File: config.mk
export PLATFORM = sky130hd
export DESIGN_NAME = parking_gate_controller
export DESIGN_NICKNAME = d
export VERILOG_FILES = /design/src/rtl/parking_gate_controller.sv
export SDC_FILE = /design/constraint.sdc
export NUM_CORES = 1
export LEC_CHECK = 0
export CORE_MARGIN = 4
export CORE_UTILIZATION = 40
export DETAILED_ROUTE_END_ITERATION = 8
export PLACE_DENSITY = 0.77
export SLEW_MARGIN = 0
export SYNTH_ARGS = -nofsm -noshare
export SYNTH_HDL_FRONTEND = slang
export SYNTH_SLANG_ARGS = --single-unit
File: constraint.sdc
create_clock -name clk -period 2.05 [get_ports clk]
set_input_delay 0.3075 -clock clk [delete_from_list [all_inputs] [get_ports clk]]
set_output_delay 0.3075 -clock clk [all_outputs]
set_load 0.02 [all_outputs]
File: src/rtl/parking_gate_controller.sv
// Entry/exit gate sequencer: round-robin arbitration between the two gates and the lot occupancy count.
// Optional PARK_STATS_EN adds a saturating total_entries counter output.
module parking_gate_controller #(
  parameter int CAPACITY    = 7,
  parameter int CNT_W       = 3,
  parameter int GATE_CYCLES = 4
) (
  input  logic             clk,
  input  logic             reset,
  input  logic             entry_req,
  input  logic             exit_req,
  input  logic             car_passed,
  output logic             entry_gate,
  output logic             exit_gate,
  output logic [CNT_W-1:0] occupancy,
  output logic             full,
  output logic             empty
`ifdef PARK_STATS_EN
  ,
  output logic [7:0]       total_entries
`endif
);

  // state      | meaning
  // IDLE       | both gates closed, arbitrating eligible requests
  // ENTRY_OPEN | entry gate open, waiting for car_passed or timeout
  // EXIT_OPEN  | exit gate open, waiting for car_passed or timeout
  // CLOSE      | both gates closed for one cycle, requests ignored

  localparam int TMR_W = (GATE_CYCLES > 1) ? $clog2(GATE_CYCLES) : 1;
  localparam logic [TMR_W-1:0] TMR_LAST = TMR_W'(GATE_CYCLES - 1);
  localparam logic [CNT_W-1:0] CAP      = CNT_W'(CAPACITY);

  typedef enum logic [1:0] {IDLE, ENTRY_OPEN, EXIT_OPEN, CLOSE} state_t;
  typedef enum logic {SRV_ENTRY, SRV_EXIT} side_t;

  state_t           state_q, state_d;
  side_t            last_q, last_d;
  logic [TMR_W-1:0] timer_q, timer_d;
  logic [CNT_W-1:0] occupancy_q, occupancy_d;
  logic             entry_gate_q, entry_gate_d;
  logic             exit_gate_q, exit_gate_d;
  logic             entry_ok, exit_ok;
`ifdef PARK_STATS_EN
  logic [7:0]       total_entries_q, total_entries_d;
`endif

  assign full     = (occupancy_q == CAP);
  assign empty    = (occupancy_q == '0);
  assign entry_ok = entry_req & ~full;
  assign exit_ok  = exit_req & ~empty;

  always_comb begin
    state_d      = state_q;
    last_d       = last_q;
    timer_d      = '0;
    occupancy_d  = occupancy_q;
    entry_gate_d = 1'b0;
    exit_gate_d  = 1'b0;
`ifdef PARK_STATS_EN
    total_entries_d = total_entries_q;
`endif
    case (state_q)
      IDLE: begin
        // entry wins a tie unless it was the side served last
        if (entry_ok && (!exit_ok || last_q == SRV_EXIT)) begin
          state_d      = ENTRY_OPEN;
          last_d       = SRV_ENTRY;
          entry_gate_d = 1'b1;
        end else if (exit_ok) begin
          state_d     = EXIT_OPEN;
          last_d      = SRV_EXIT;
          exit_gate_d = 1'b1;
        end
      end
      ENTRY_OPEN: begin
        if (car_passed) begin
          state_d = CLOSE;
          if (occupancy_q != CAP) occupancy_d = occupancy_q + 1'b1;
`ifdef PARK_STATS_EN
          if (total_entries_q != 8'hFF) total_entries_d = total_entries_q + 8'd1;
`endif
        end else if (timer_q == TMR_LAST) begin
          state_d = CLOSE;
        end else begin
          timer_d      = timer_q + 1'b1;
          entry_gate_d = 1'b1;
        end
      end
      EXIT_OPEN: begin
        if (car_passed) begin
          state_d = CLOSE;
          if (occupancy_q != '0) occupancy_d = occupancy_q - 1'b1;
        end else if (timer_q == TMR_LAST) begin
          state_d = CLOSE;
        end else begin
          timer_d     = timer_q + 1'b1;
          exit_gate_d = 1'b1;
        end
      end
      CLOSE: begin
        state_d = IDLE;
      end
      default: begin
        state_d = IDLE;
      end
    endcase
  end

  always_ff @(posedge clk or negedge reset) begin
    if (!reset) begin
      state_q      <= IDLE;
      last_q       <= SRV_EXIT;
      timer_q      <= '0;
      occupancy_q  <= '0;
      entry_gate_q <= 1'b0;
      exit_gate_q  <= 1'b0;
`ifdef PARK_STATS_EN
      total_entries_q <= 8'd0;
`endif
    end else begin
      state_q      <= state_d;
      last_q       <= last_d;
      timer_q      <= timer_d;
      occupancy_q  <= occupancy_d;
      entry_gate_q <= entry_gate_d;
      exit_gate_q  <= exit_gate_d;
`ifdef PARK_STATS_EN
      total_entries_q <= total_entries_d;
`endif
    end
  end

  assign entry_gate = entry_gate_q;
  assign exit_gate  = exit_gate_q;
  assign occupancy  = occupancy_q;
`ifdef PARK_STATS_EN
  assign total_entries = total_entries_q;
`endif

endmodule

* After elaboration in Yosys (flattened, before gate mapping)
Index checks and enable logic that the tools add are counted.
** Storage, ports and cells
- Flip-flop bits (word level) :: 10
- Output and inout port bits :: 7
- Word-level logic and storage cells :: 59
** Cells by class
- Add/sub/neg operators :: 3
- Equality and inequality tests :: 12
- Muxes and demuxes :: 22
- Bitwise operators :: 4
- Reduce and logical (&&, ||, !) cells :: 12
** Operator list (count)
- two-way mux 2 bit :: 7
- two-way mux 3 bit :: 4
- != test 2 bit (second input constant) :: 4
- two-way mux 1 bit :: 7
- equality test 2 bit (second input constant) :: 3
- != test 3 bit (second input constant) :: 2
- case mux 2 bit (3 select lines) :: 1
- case mux 3 bit (2 select lines) :: 1
- AND reduction 5 bit :: 1
- case mux 1 bit (2 select lines) :: 2
- AND reduction 2 bit :: 2
- nonzero test 2 bit :: 2
- adder 3 x 1 -> 3 bit (second input constant) :: 1
- equality test 3 bit (second input constant) :: 1
- zero test 3 bit :: 1
- != test 3 x 1 -> 1 bit (second input constant) :: 1
- nonzero test 3 bit :: 1
- subtractor 3 x 1 -> 3 bit (second input constant) :: 1
- adder 2 x 1 -> 2 bit (second input constant) :: 1
- AND 1 bit :: 2
- equality test 2 x 1 -> 1 bit (second input constant) :: 1
- zero test 2 bit :: 1
- NOT 1 bit :: 2
- OR reduction 2 bit :: 1
- other kinds (3) :: 3

* Logic depth before layout (Yosys ltp)
Gate-level depths: netlist of run 1.
- Depth in word-level cells :: 8
- Depth in mapped cells :: 7
- Gate-level depth less buffers :: 7

* Least setup slack after synthesis of run 1
No wires, ideal clock.
- Path kind :: register -> register
- Start :: register state_q[0]
- End :: register state_q[1]
- Data arrival time :: 1.629 ns
- Required time :: 1.930 ns
- Setup slack :: 0.301 ns
- Cell stages (with the launch flop) :: 7
- Path buffers :: 0
- Period minus slack after synthesis :: 1.749 ns
- Cells stage by stage :: dfrtp_1 > inv_1 > ha_1 > or3b_2 > o31a_1 > and2_4 > a31o_1
** Between the ends
- Word-level cells in the longest chain between the ends :: 4
** Ends and longest elaborated chain
- start, declared :: line 37 : state_t state_q, state_d;
- start signal, assigned :: line 122 : state_q <= state_d;
- equality test 2 bit / equality test 2 x 1 -> 1 bit (equally long branches) :: line 63 : case (state_q)
- OR reduction 2 bit (no source line)
- != test 3 x 1 -> 1 bit (no source line)
- AND reduction 2 bit (no source line)
Several ways; a longest one is shown, not always the timed one.
A chain may end at the register's enable or synchronous reset.

* Final worst setup path of run 1
- Start :: register occupancy_q[2], in the netlist occupancy[2]
- End :: output full
** Between the ends
- Word-level cells in the longest chain between the ends :: 1
** Ends and longest elaborated chain
- start, declared :: line 40 : logic [CNT_W-1:0] occupancy_q, occupancy_d;
- start signal, assigned :: line 125 : occupancy_q <= occupancy_d;
- equality test 3 bit :: line 48 : assign full = (occupancy_q == CAP);
- end, declared :: line 16 : output logic full,
Every way passes these cells.

==> Flow_metrics.wiki, run 1 <==
{| class="wikitable"
! Metric !! Value
|-
| Die area || ~0.0021 mm²
|-
| Worst voltage drop across the vdd grid || between 0.0008 and 0.0009 V
|-
| CP max stage delay || just under 0.6 ns
|-
| Cell count after synthesis || 59
|-
| Power per unit of standard cell area || 1740 mW/mm²
|-
| Total area of multi-input combinational cells || 307 µm²
|-
| Worst endpoint data arrival time || ~1.6 ns
|-
| Critical path data required time || 1.74 ns
|-
| Pin count of the biggest net entering global routing || 11
|-
| Area used by sequential logic in the layout || 251 µm²
|-
| Setup clock skew after layout || 0.00652 ns
|-
| CP Max Fanout || 7
|-
| TritonCTS Buffers || 3
|-
| Synth unique cells || 27
|-
| Antenna Diode Count || 0
|-
| Detail Route Antenna Nets || 0
|-
| Final period demand of the worst path || roughly 1.9 ns
|-
| Layout cell share with drive strength beyond 1 || 16.0%
|-
| Largest area contributor in the netlist || dfrtp_1
|-
| Clock-pin slew on the worst setup and hold paths || 0.07 ns
|-
| Post-synth top flop || dfrtp_1
|-
| Count of flip-flops with a built-in enable after synthesis || 0
|-
| Die Wd || between 40 and 50 µm
|-
| Internal cell power || 0.764 mW
|-
| Number of fillers in the final layout || 117
|-
| Main area contributors after synthesis || dfrtp_1 38%, ha_1 8.5%, inv_1 5.1%
|-
| CTS sink count || 10
|-
| Minimum hold slack || between 0.3 and 0.4 ns
|-
| Sw Ratio || about two fifths
|-
| Sum of routed wire length over all layers || 1.20 mm
|-
| Gp weighted congestion || 0.774
|-
| Final Slew Violations || 0
|-
| Final routed DRC violation total || 0
|-
| Net Sw Power || about 0.54 mW
|-
| Family with the most delay on the worst path || buffers and inverters
|-
| Total vias in the final route || between 400 and 500
|-
| Number of hold violations in the final report || 0
|-
| Core Region || 0.00135 mm²
|-
| Wire length of the first global-routing pass || 1.99 mm
|-
| Aggregate global routing overflow || 0
|-
| Status || finished clean
|-
| Y dimension of the die || 46.3 µm
|-
| Max stage delay cell, worst path || clkdlybuf4s50_1
|-
| Maximum frequency from static timing analysis || 533 MHz
|-
| First-pass detailed-route iteration total || 4
|-
| Number of buffers added on ports || 11
|-
| Average footprint of a synthesized cell || 9.97 µm²
|-
| Type of element capturing the critical path || output pin
|-
| Most instantiated cells after synthesis || 9 x dfrtp_1, 8 x inv_1, 5 x nand2_1, 5 x nor2_1, 4 x ha_1
|-
| Deepest level of the CTS H-tree || 1
|-
| Share of synthesized registers carrying an async set or reset || 100%
|-
| Cell Area, Synth || 588 µm²
|-
| Power share of the clock group || 11.3%
|-
| Flip-flop and latch count after synthesis || 10
|-
| Worst hold-check path type || in2async
|-
| Worst Tran Pin Value || a little under 0.5 ns
|-
| Average wire per standard cell || 13.3 µm
|-
| Detailed-route vias per instance || 5.28
|-
| Number of I/O pins || 12
|-
| Root Buffer || clkbuf_4
|-
| Max-cap viol count || 0
|-
| Critical-path cell list || nand3_1 > inv_1 > clkdlybuf4s50_1
|-
| CTS tree || built
|-
| Period utilisation layout || 91.6%
|-
| Static leakage || 0.358 nW
|-
| Detailed placement HPWL || 922 µm
|-
| Number of global-route vias before repair || 434
|-
| Initial core utilization || 43.6%
|-
| Fraction of synthesized cell area taken by the top area cell type || a little under two fifths
|-
| Maximum buffer depth of the clock tree || 2
|-
| Number of antenna violations at the first check in global routing || 0
|-
| Count of nets after finishing || 86
|-
| Latest clock arrival within the worst-skew pair || 0.27 ns
|-
| Slew HR || 67.7%
|-
| Cell with the most instances after synthesis || dfrtp_1
|-
| Critical path type || reg2out
|-
| Row count || 13
|-
| Sequential share of the synthesized area || 42.8%
|-
| Launching element type of the critical path || register
|-
| Cts-stage hold buffer count || 0
|-
| Worst path buffer plus inverter count || 2
|-
| Post-synthesis to final-layout area growth || 27.4%
|-
| Relative contribution of combinational cells to total power || 60.2%
|-
| Violation count after the first detailed-route iteration || 5
|-
| Unrepaired setup endpoints after global routing || no
|-
| Total GRT Usage || between 10 and 15%
|-
| Post-CTS Setup Repair Bufs || 0
|-
| Total nets after synthesis || 69
|-
| Count of endpoints failing setup in the final report || 0
|-
| Setup tns final || 0 ns
|-
| Part of the total power dissipated in sequential elements || about 29%
|-
| Synthesis Warnings || 0
|}
==> repair_timing <==
item                                    in CTS  in global routing
hold endpoints to repair                     0                  0
endpoints found under the setup margin       1                  0
resized for setup                            1                  0
==> cell usage in the layout (no fill, tap or decap), types with 2 or more instances in the layout <==
cell and count:
dfrtp_1 9, xnor2_1 3, clkbuf_4 3, o21ai_0 2, inv_1 8, nand2_1 5
clkdlybuf4s50_1 10, o21a_1 2, ha_1 4, a21oi_1 3, nor2_1 5
==> power groups by stage <==
stage          Clock, mW  Sequential [mW]  Combinational [mW]
2_1_floorplan          0            0.428               0.472
3_3_place_gp           0            0.370               0.775
3_5_place_dp           0            0.375               0.790
4_1_cts            0.150            0.372               0.790
5_1_grt            0.160            0.386               0.861
6_report           0.147            0.373               0.784
==> path summary, 6_finish.rpt <==
kind	from	endpoint	slack (ns)	depth (start not counted)
setup / recovery	occupancy[2]	full	0.17	3
hold / removal	reset	occupancy[1]	0.36	1
setup reg to reg	state_q[0]	state_q[1]	0.19	6
hold reg to reg	timer_q[0]	timer_q[0]	0.43	1
max in group asynchronous	reset	last_q	1.33	1
min in group clk	timer_q[0]	timer_q[0]	0.43	1
==> kinds of logic (layout without fill, tap and decap cells) <==
logic type / after synthesis / count (layout) / synth area share (%)
DFF: 10 / 10 / 42.8
and+or+nand+nor: 18 / 18 / 17.2
adders and majority gates: 5 / 5 / 11.9
buffers and inverters: 8 / 24 / 5.11
AOI/OAI and AO/OA: 15 / 15 / 18.5
xor gates and xnor gates: 3 / 3 / 4.47
==> metrics by stage <==
| step | cells | area [µm²] | setup WS, ns | total power [mW] | util, % |
|---|---|---|---|---|---|
| 3_3_place_gp | 86 | 724 | 0.215 | 1.15 | 53.7 |
| 5_1_grt | 90 | 749 | 0.0928 | 1.41 | 55.5 |
| 4_1_cts | 90 | 749 | 0.167 | 1.31 | 55.5 |
| 2_1_floorplan | 59 | 588 | 0.301 | 0.901 | - |
| 3_5_place_dp | 86 | 724 | 0.196 | 1.17 | 53.7 |
| 6_report | 90 | 749 | 0.172 | 1.30 | 55.5 |
==> state kept, by name (all words and copies together), names as in the netlist <==
signal,count
exit_gate,1
timer_q,2
occupancy,3
last_q,1
state_q,2
entry_gate,1
==> metal layers <==
metal	share of wire, %	GRT usage (%)	vias up
li1	-	-	234
met3	3.8	2.34	5
met2	44	19.0	10
met1	48	18.4	226
met5	0	0	-
met4	4.3	13.6	0
==> final cells by class <==
class                   count  share of cell area (%)
repair buffers             12                    15.5
well taps                  15                    2.50
clock buffers               4                    3.51
flip-flops and latches     10                    33.6
multi-input cells          41                    40.9
inverters                   8                    4.01
==> worst register-to-register path, stage by stage (launching register included) <==
cell     delay [ns]
dfrtp_1        0.38
inv_1          0.08
ha_1           0.33
or3b_2         0.46
o31a_1         0.14
and2_4         0.17
a31o_1         0.19
No activity file was read; power rests on OpenSTA's default activity.
==> run 2: changes to the inputs <==
--- a/config.mk
+++ b/config.mk
@@ -13,3 +13,4 @@
 export SYNTH_ARGS = -nofsm -noshare
 export SYNTH_HDL_FRONTEND = slang
 export SYNTH_SLANG_ARGS = --single-unit
+export TNS_END_PERCENT = 50
==> results of run 2 <==
Same layout as run 1: the final DEF is identical, and so are final timing and power.
